File: config.mk
export PLATFORM = sky130hd
export DESIGN_NAME = mmio_fifo_sched
export DESIGN_NICKNAME = d
export VERILOG_FILES = /design/src/rtl/mmio_fifo_sched.sv
export SDC_FILE = /design/constraint.sdc
export NUM_CORES = 1
export LEC_CHECK = 0
export BUFFER_PORTS_ARGS = -buffer_cell sky130_fd_sc_hd__buf_2
export CORE_UTILIZATION = 31
export CTS_BUF_LIST = sky130_fd_sc_hd__clkbuf_4
export CTS_CLUSTER_DIAMETER = 60
export DETAILED_ROUTE_END_ITERATION = 6
export PLACE_DENSITY = 0.64
export SETUP_SLACK_MARGIN = 0.1
export SLEW_MARGIN = 0
export SYNTH_ARGS = -nofsm -noshare
export SYNTH_HDL_FRONTEND = slang
export SYNTH_SLANG_ARGS = --single-unit
File: constraint.sdc
create_clock -name clk -period 3.2 [get_ports clk]
set_input_delay 0.64 -clock clk [delete_from_list [all_inputs] [get_ports clk]]
set_output_delay 0.64 -clock clk [all_outputs]
set_load 0.05 [all_outputs]
File: src/rtl/mmio_fifo_sched.sv
// Arbitrates host MMIO writes (via a one-entry skid) and an aux valid/ready producer
// onto a shared shift-register FIFO, with zero-fill flush sequencing and occupancy tracking.
module mmio_fifo_sched #(
   parameter int DEPTH = 8,
   parameter int WIDTH = 64
) (
   input  logic             clk,
   input  logic             rst_n,
   input  logic             host_wr_valid,
   input  logic [WIDTH-1:0] host_wr_data,
   input  logic             aux_valid,
   input  logic [WIDTH-1:0] aux_data,
   output logic             aux_ready,
   input  logic             flush_req,
   output logic             fifo_en,
   output logic [WIDTH-1:0] fifo_d,
   input  logic [WIDTH-1:0] fifo_q,
   output logic [WIDTH-1:0] rd_data,
   output logic             out_valid,
   output logic             busy,
   output logic [63:0]      status
);

   typedef enum logic [0:0] {
      IDLE  = 1'b0,
      FLUSH = 1'b1
   } state_t;

   localparam logic           RR_HOST = 1'b0;
   localparam logic           RR_AUX  = 1'b1;
   localparam logic [7:0]     DEPTH_C = 8'(DEPTH);
   localparam logic [7:0]     LAST_C  = 8'(DEPTH - 1);
   localparam logic [WIDTH-1:0] ZERO_W = {WIDTH{1'b0}};

   state_t           state_r;
   state_t           state_next_s;
   logic             host_pend_r;
   logic [WIDTH-1:0] host_data_r;
   logic             rr_last_r;
   logic [7:0]       fill_cnt_r;
   logic [7:0]       drop_cnt_r;
   logic [7:0]       flush_cnt_r;
   logic [31:0]      push_cnt_r;
   logic             fifo_en_r;
   logic [WIDTH-1:0] fifo_d_r;
   logic             grant_host_s;
   logic             grant_aux_s;
   logic             push_event_s;

   // Next-state decode and round-robin grant; a flush request pre-empts arbitration.
   always_comb begin
      state_next_s = state_r;
      grant_host_s = 1'b0;
      grant_aux_s  = 1'b0;
      case (state_r)
         IDLE: begin
            if (flush_req) begin
               state_next_s = FLUSH;
            end else begin
               grant_host_s = host_pend_r & (~aux_valid | (rr_last_r == RR_AUX));
               grant_aux_s  = aux_valid & (~host_pend_r | (rr_last_r == RR_HOST));
            end
         end
         FLUSH: begin
            if (flush_cnt_r == LAST_C) begin
               state_next_s = IDLE;
            end else begin
               state_next_s = FLUSH;
            end
         end
         default: begin
            state_next_s = IDLE;
         end
      endcase
   end

   // Shifts seen by the fifo while IDLE are data pushes; those during FLUSH are zero fills.
   assign push_event_s = fifo_en_r & (state_r == IDLE);

   // State register and flush shift counter.
   always_ff @(posedge clk or negedge rst_n) begin
      if (!rst_n) begin
         state_r     <= IDLE;
         flush_cnt_r <= 8'd0;
      end else begin
         state_r <= state_next_s;
         if (state_r == FLUSH) begin
            flush_cnt_r <= flush_cnt_r + 8'd1;
         end else begin
            flush_cnt_r <= 8'd0;
         end
      end
   end

   // Host skid entry and drop counter; a word arriving as the pending one is granted refills the skid.
   always_ff @(posedge clk or negedge rst_n) begin
      if (!rst_n) begin
         host_pend_r <= 1'b0;
         host_data_r <= ZERO_W;
         drop_cnt_r  <= 8'd0;
      end else begin
         if (host_wr_valid && (!host_pend_r || grant_host_s)) begin
            host_pend_r <= 1'b1;
            host_data_r <= host_wr_data;
         end else if (host_wr_valid) begin
            if (drop_cnt_r != 8'hFF) begin
               drop_cnt_r <= drop_cnt_r + 8'd1;
            end
         end else if (grant_host_s) begin
            host_pend_r <= 1'b0;
         end
      end
   end

   // Registered fifo drive and round-robin history.
   always_ff @(posedge clk or negedge rst_n) begin
      if (!rst_n) begin
         fifo_en_r <= 1'b0;
         fifo_d_r  <= ZERO_W;
         rr_last_r <= RR_AUX;
      end else begin
         fifo_en_r <= grant_host_s | grant_aux_s | (state_next_s == FLUSH);
         if (grant_host_s) begin
            fifo_d_r  <= host_data_r;
            rr_last_r <= RR_HOST;
         end else if (grant_aux_s) begin
            fifo_d_r  <= aux_data;
            rr_last_r <= RR_AUX;
         end else begin
            fifo_d_r <= ZERO_W;
         end
      end
   end

   // Push and occupancy counters; occupancy restarts from zero for the whole flush.
   always_ff @(posedge clk or negedge rst_n) begin
      if (!rst_n) begin
         push_cnt_r <= 32'd0;
         fill_cnt_r <= 8'd0;
      end else begin
         if (push_event_s) begin
            push_cnt_r <= push_cnt_r + 32'd1;
         end
         if ((state_next_s == FLUSH) || (state_r == FLUSH)) begin
            fill_cnt_r <= 8'd0;
         end else if (push_event_s && (fill_cnt_r != DEPTH_C)) begin
            fill_cnt_r <= fill_cnt_r + 8'd1;
         end
      end
   end

   assign aux_ready = grant_aux_s;
   assign fifo_en   = fifo_en_r;
   assign fifo_d    = fifo_d_r;
   assign busy      = (state_r == FLUSH);
   assign out_valid = (fill_cnt_r == DEPTH_C);
   assign rd_data   = out_valid ? fifo_q : ZERO_W;
   assign status    = {drop_cnt_r, 7'b0, host_pend_r, 7'b0, busy, fill_cnt_r, push_cnt_r};

endmodule

==> reports/qor.csv <==
metric;value;unit
Final Wtd Congestion;0.778;
Pre-antenna DRT Iters;4;
largest net degree at the start of global routing;85;
antenna violations before repair;3;
worst path cell trace;inv_1 -> ha_1 -> nand4bb_1 -> nor4_4 -> buf_4 -> buf_12 -> and2_1 -> buf_2;
largest area contributor in the netlist;dfrtp_1;
Final Power;6.78;mW
Req. time, crit path;2560;ps
final max-slew violation count;0;
Area growth syn-to-layout;35.4;%
IO Port Bufs;378;
crit end category;output pin;
skew final;37.8;ps
#FFs+latches synth;188;
FF-to-FF Start;busy;
Slew @ Worst Pin;806;ps
gr ovfl total;0;
synth top area cells;dfrtp_1, mux2_2, a22o_1, and2_1, xor2_1;
maximum fanout along the worst path;33;
Setup Viol. Count Final;0;
worst vdd rail ir drop;332;uV
Synth Flop Type;dfrtp_1;
CP peak stage delay;470;ps
Final Cycle Share;0.939;
Std-Cell Rows;58;
Rel. slew slack;0.463;
hold_ws;88.9;ps
Ports;393;
CTS root buf;clkbuf_4;
Multi-input gate area;3040;sq um
register area;4710;sq um
P per Cell Area;626;nW/um^2
leakage;5.78;nW
CTS tree;built;
Avg Vias per Cell;4.63;
Final nets;1197;
vias in the first global route;5965;
YS warnings;0;
Post-synth EDFFs;0;
P_sw;2.61;mW
Logic pwr share;0.321;
die area;26400;sq um
ANT nets after route;0;
share of the synthesized area in the top cell type;0.586;
Switching Share;0.385;
fmax;333;MHz
first-pass GRT wire length;32300;um
Slowest cell on crit path;dfrtp_2;
# DRC;0;
Initial Utilization;0.316;
WL final;21900;um
Mean Syn Cell Area;12.9;sq um
layout cell share with drive strength beyond 1;0.490;
Initial DRC Count;252;
Netlist Area Pre-Place;7990;sq um
Clock Sinks;188;
Worst EP arrival;2360;ps
Die X;163;um
register area share after synthesis;0.589;
WS Path Type;reg -> out;
Reg power frac;0.494;
Clock Pin Slew Worst Setup and Hold Paths;180;ps
post-DP HPWL;15900;um
via count;6212;
critical path launch point;fill_cnt_r[0];
Routed WL per cell;16.3;um
Internal;4.17;mW
RSZ-0062 raised after global routing;yes;
Die H;163;um
fillcell total;2414;
worst-skew pair later-pin latency;550;ps
fin crit period;3000;ps
asr flop ratio synth;1.00;
core area;25300;sq um
final hold vios;0;
min-delay worst type;in -> async;
gate count of the mapped netlist;620;
clk buf depth;2;
# H-tree levels;4;
total CTS buffers;17;
max_cap viols;0;
clock power share;0.185;
Setup TNS Final;0;ps
Cell variety after synth;45;
CP Launch Type;flip-flop;
Total GRT Usage;0.160;
status;complete, no violations;
[critical path: cells and delay by family, from the launching register on]
kind                     cells  cell delay (ps)
AND/OR/NAND/NOR              3              510
adder cells (fa/ha/maj)      1              140
buffers and inverters        4              700
flip-flops                   1              470
[cell families (layout without fill, tap and decap cells)]
| family | after synthesis | after routing | share of synthesized area |
|---|---|---|---|
| other | 1 | 17 | 0.000469 |
| adder cells (fa/ha/maj) | 5 | 5 | 0.00783 |
| flip-flops | 188 | 188 | 0.589 |
| AO/OA/AOI/OAI | 83 | 83 | 0.0868 |
| buffers and inverters | 55 | 430 | 0.0381 |
| multiplexers | 66 | 66 | 0.0930 |
| AND/OR/NAND/NOR | 175 | 175 | 0.133 |
| XOR/XNOR | 47 | 47 | 0.0515 |
[state kept, by name, summed over array words and instances (netlist names)]
name         cells
fifo_d          64
host_data_r     64
push_cnt_r      32
drop_cnt_r       8
fill_cnt_r       8
flush_cnt_r      8
busy             1
fifo_en          1
host_pend_r      1
rr_last_r        1
[power groups by stage]
| stage | clock [mW] | sequential [mW] | combinational, mW |
|---|---|---|---|
| after floorplan | 0 | 3.95 | 0.986 |
| after global placement | 0 | 3.38 | 2.17 |
| after detailed placement | 0 | 3.40 | 2.21 |
| after CTS | 1.31 | 3.36 | 2.21 |
| after global routing | 1.40 | 3.44 | 2.34 |
| final | 1.25 | 3.35 | 2.17 |
[metal layers]
metal  track usage  up-vias  routed length (um)
met2         0.295      267               11600
met3        0.0502       13                1820
met5             0        -                   0
met1         0.178     3028                8200
met4        0.0387        0                 238
li1              -     2904                   -
[metrics by stage]
stage               instance area (sq um)   util  std cells  worst slack [ps]
floorplan                            8040      -        633               196
global placement                    10200  0.405       1303               804
detailed placement                  10200  0.405       1303               776
CTS                                 10500  0.415       1335               101
global route                        10800  0.428       1341              7.06
finish                              10800  0.428       1341               197
[Yosys cell counts, types with 9 or more instances]
cell type	instances
a22o_1	64
and2_1	74
buf_2	12
buf_4	22
clkbuf_1	14
dfrtp_1	187
mux2_2	61
nand2_1	16
nand3_1	15
nand4_1	12
nor2_1	10
nor4_1	9
xnor2_1	17
xor2_1	30
[layout make-up]
| type | count | share of cell area |
|---|---|---|
| well taps | 330 | 0.0382 |
| clock inverters | 15 | 0.0126 |
| multi-input cells | 390 | 0.281 |
| inverters | 6 | 0.00208 |
| clock buffers | 17 | 0.0118 |
| flip-flops and latches | 188 | 0.435 |
| diodes | 3 | 0.000694 |
| repair buffers | 392 | 0.218 |
[layout by cell type (no fill, tap or decap), drive strengths merged, types with 2 or more instances in the layout]
cell type	instances
conb	14
ha	5
xnor2	17
o21ai	5
inv	11
nor3	7
nor4	10
mux2	66
nor3b	2
dfrtp	187
nand2	16
and2	74
or3	4
clkinv	9
nand3	17
nor2	10
and3	7
xor2	30
nand4	13
clkbuf	19
a2111oi	3
a22o	64
a21oi	8
buf	390
and4	7
diode	3
[final timing paths]
check,end,cells after the start,slack [ps]
max in group asynchronous,push_cnt_r[28],2,2230
max,rd_data[8],8,200
max reg2reg,fifo_d[36],4,1230
min,host_data_r[24],1,90
min in group clk,host_data_r[15],2,280
min reg2reg,flush_cnt_r[0],1,470
[what timing repair did]
item | in CTS | in global routing
hold buffers | 0 | 0
endpoints found under the setup margin | 0 | 64
buffers inserted | 0 | 2
resized for setup | 0 | 158
Note: power is estimated with default switching activity, not from simulation.
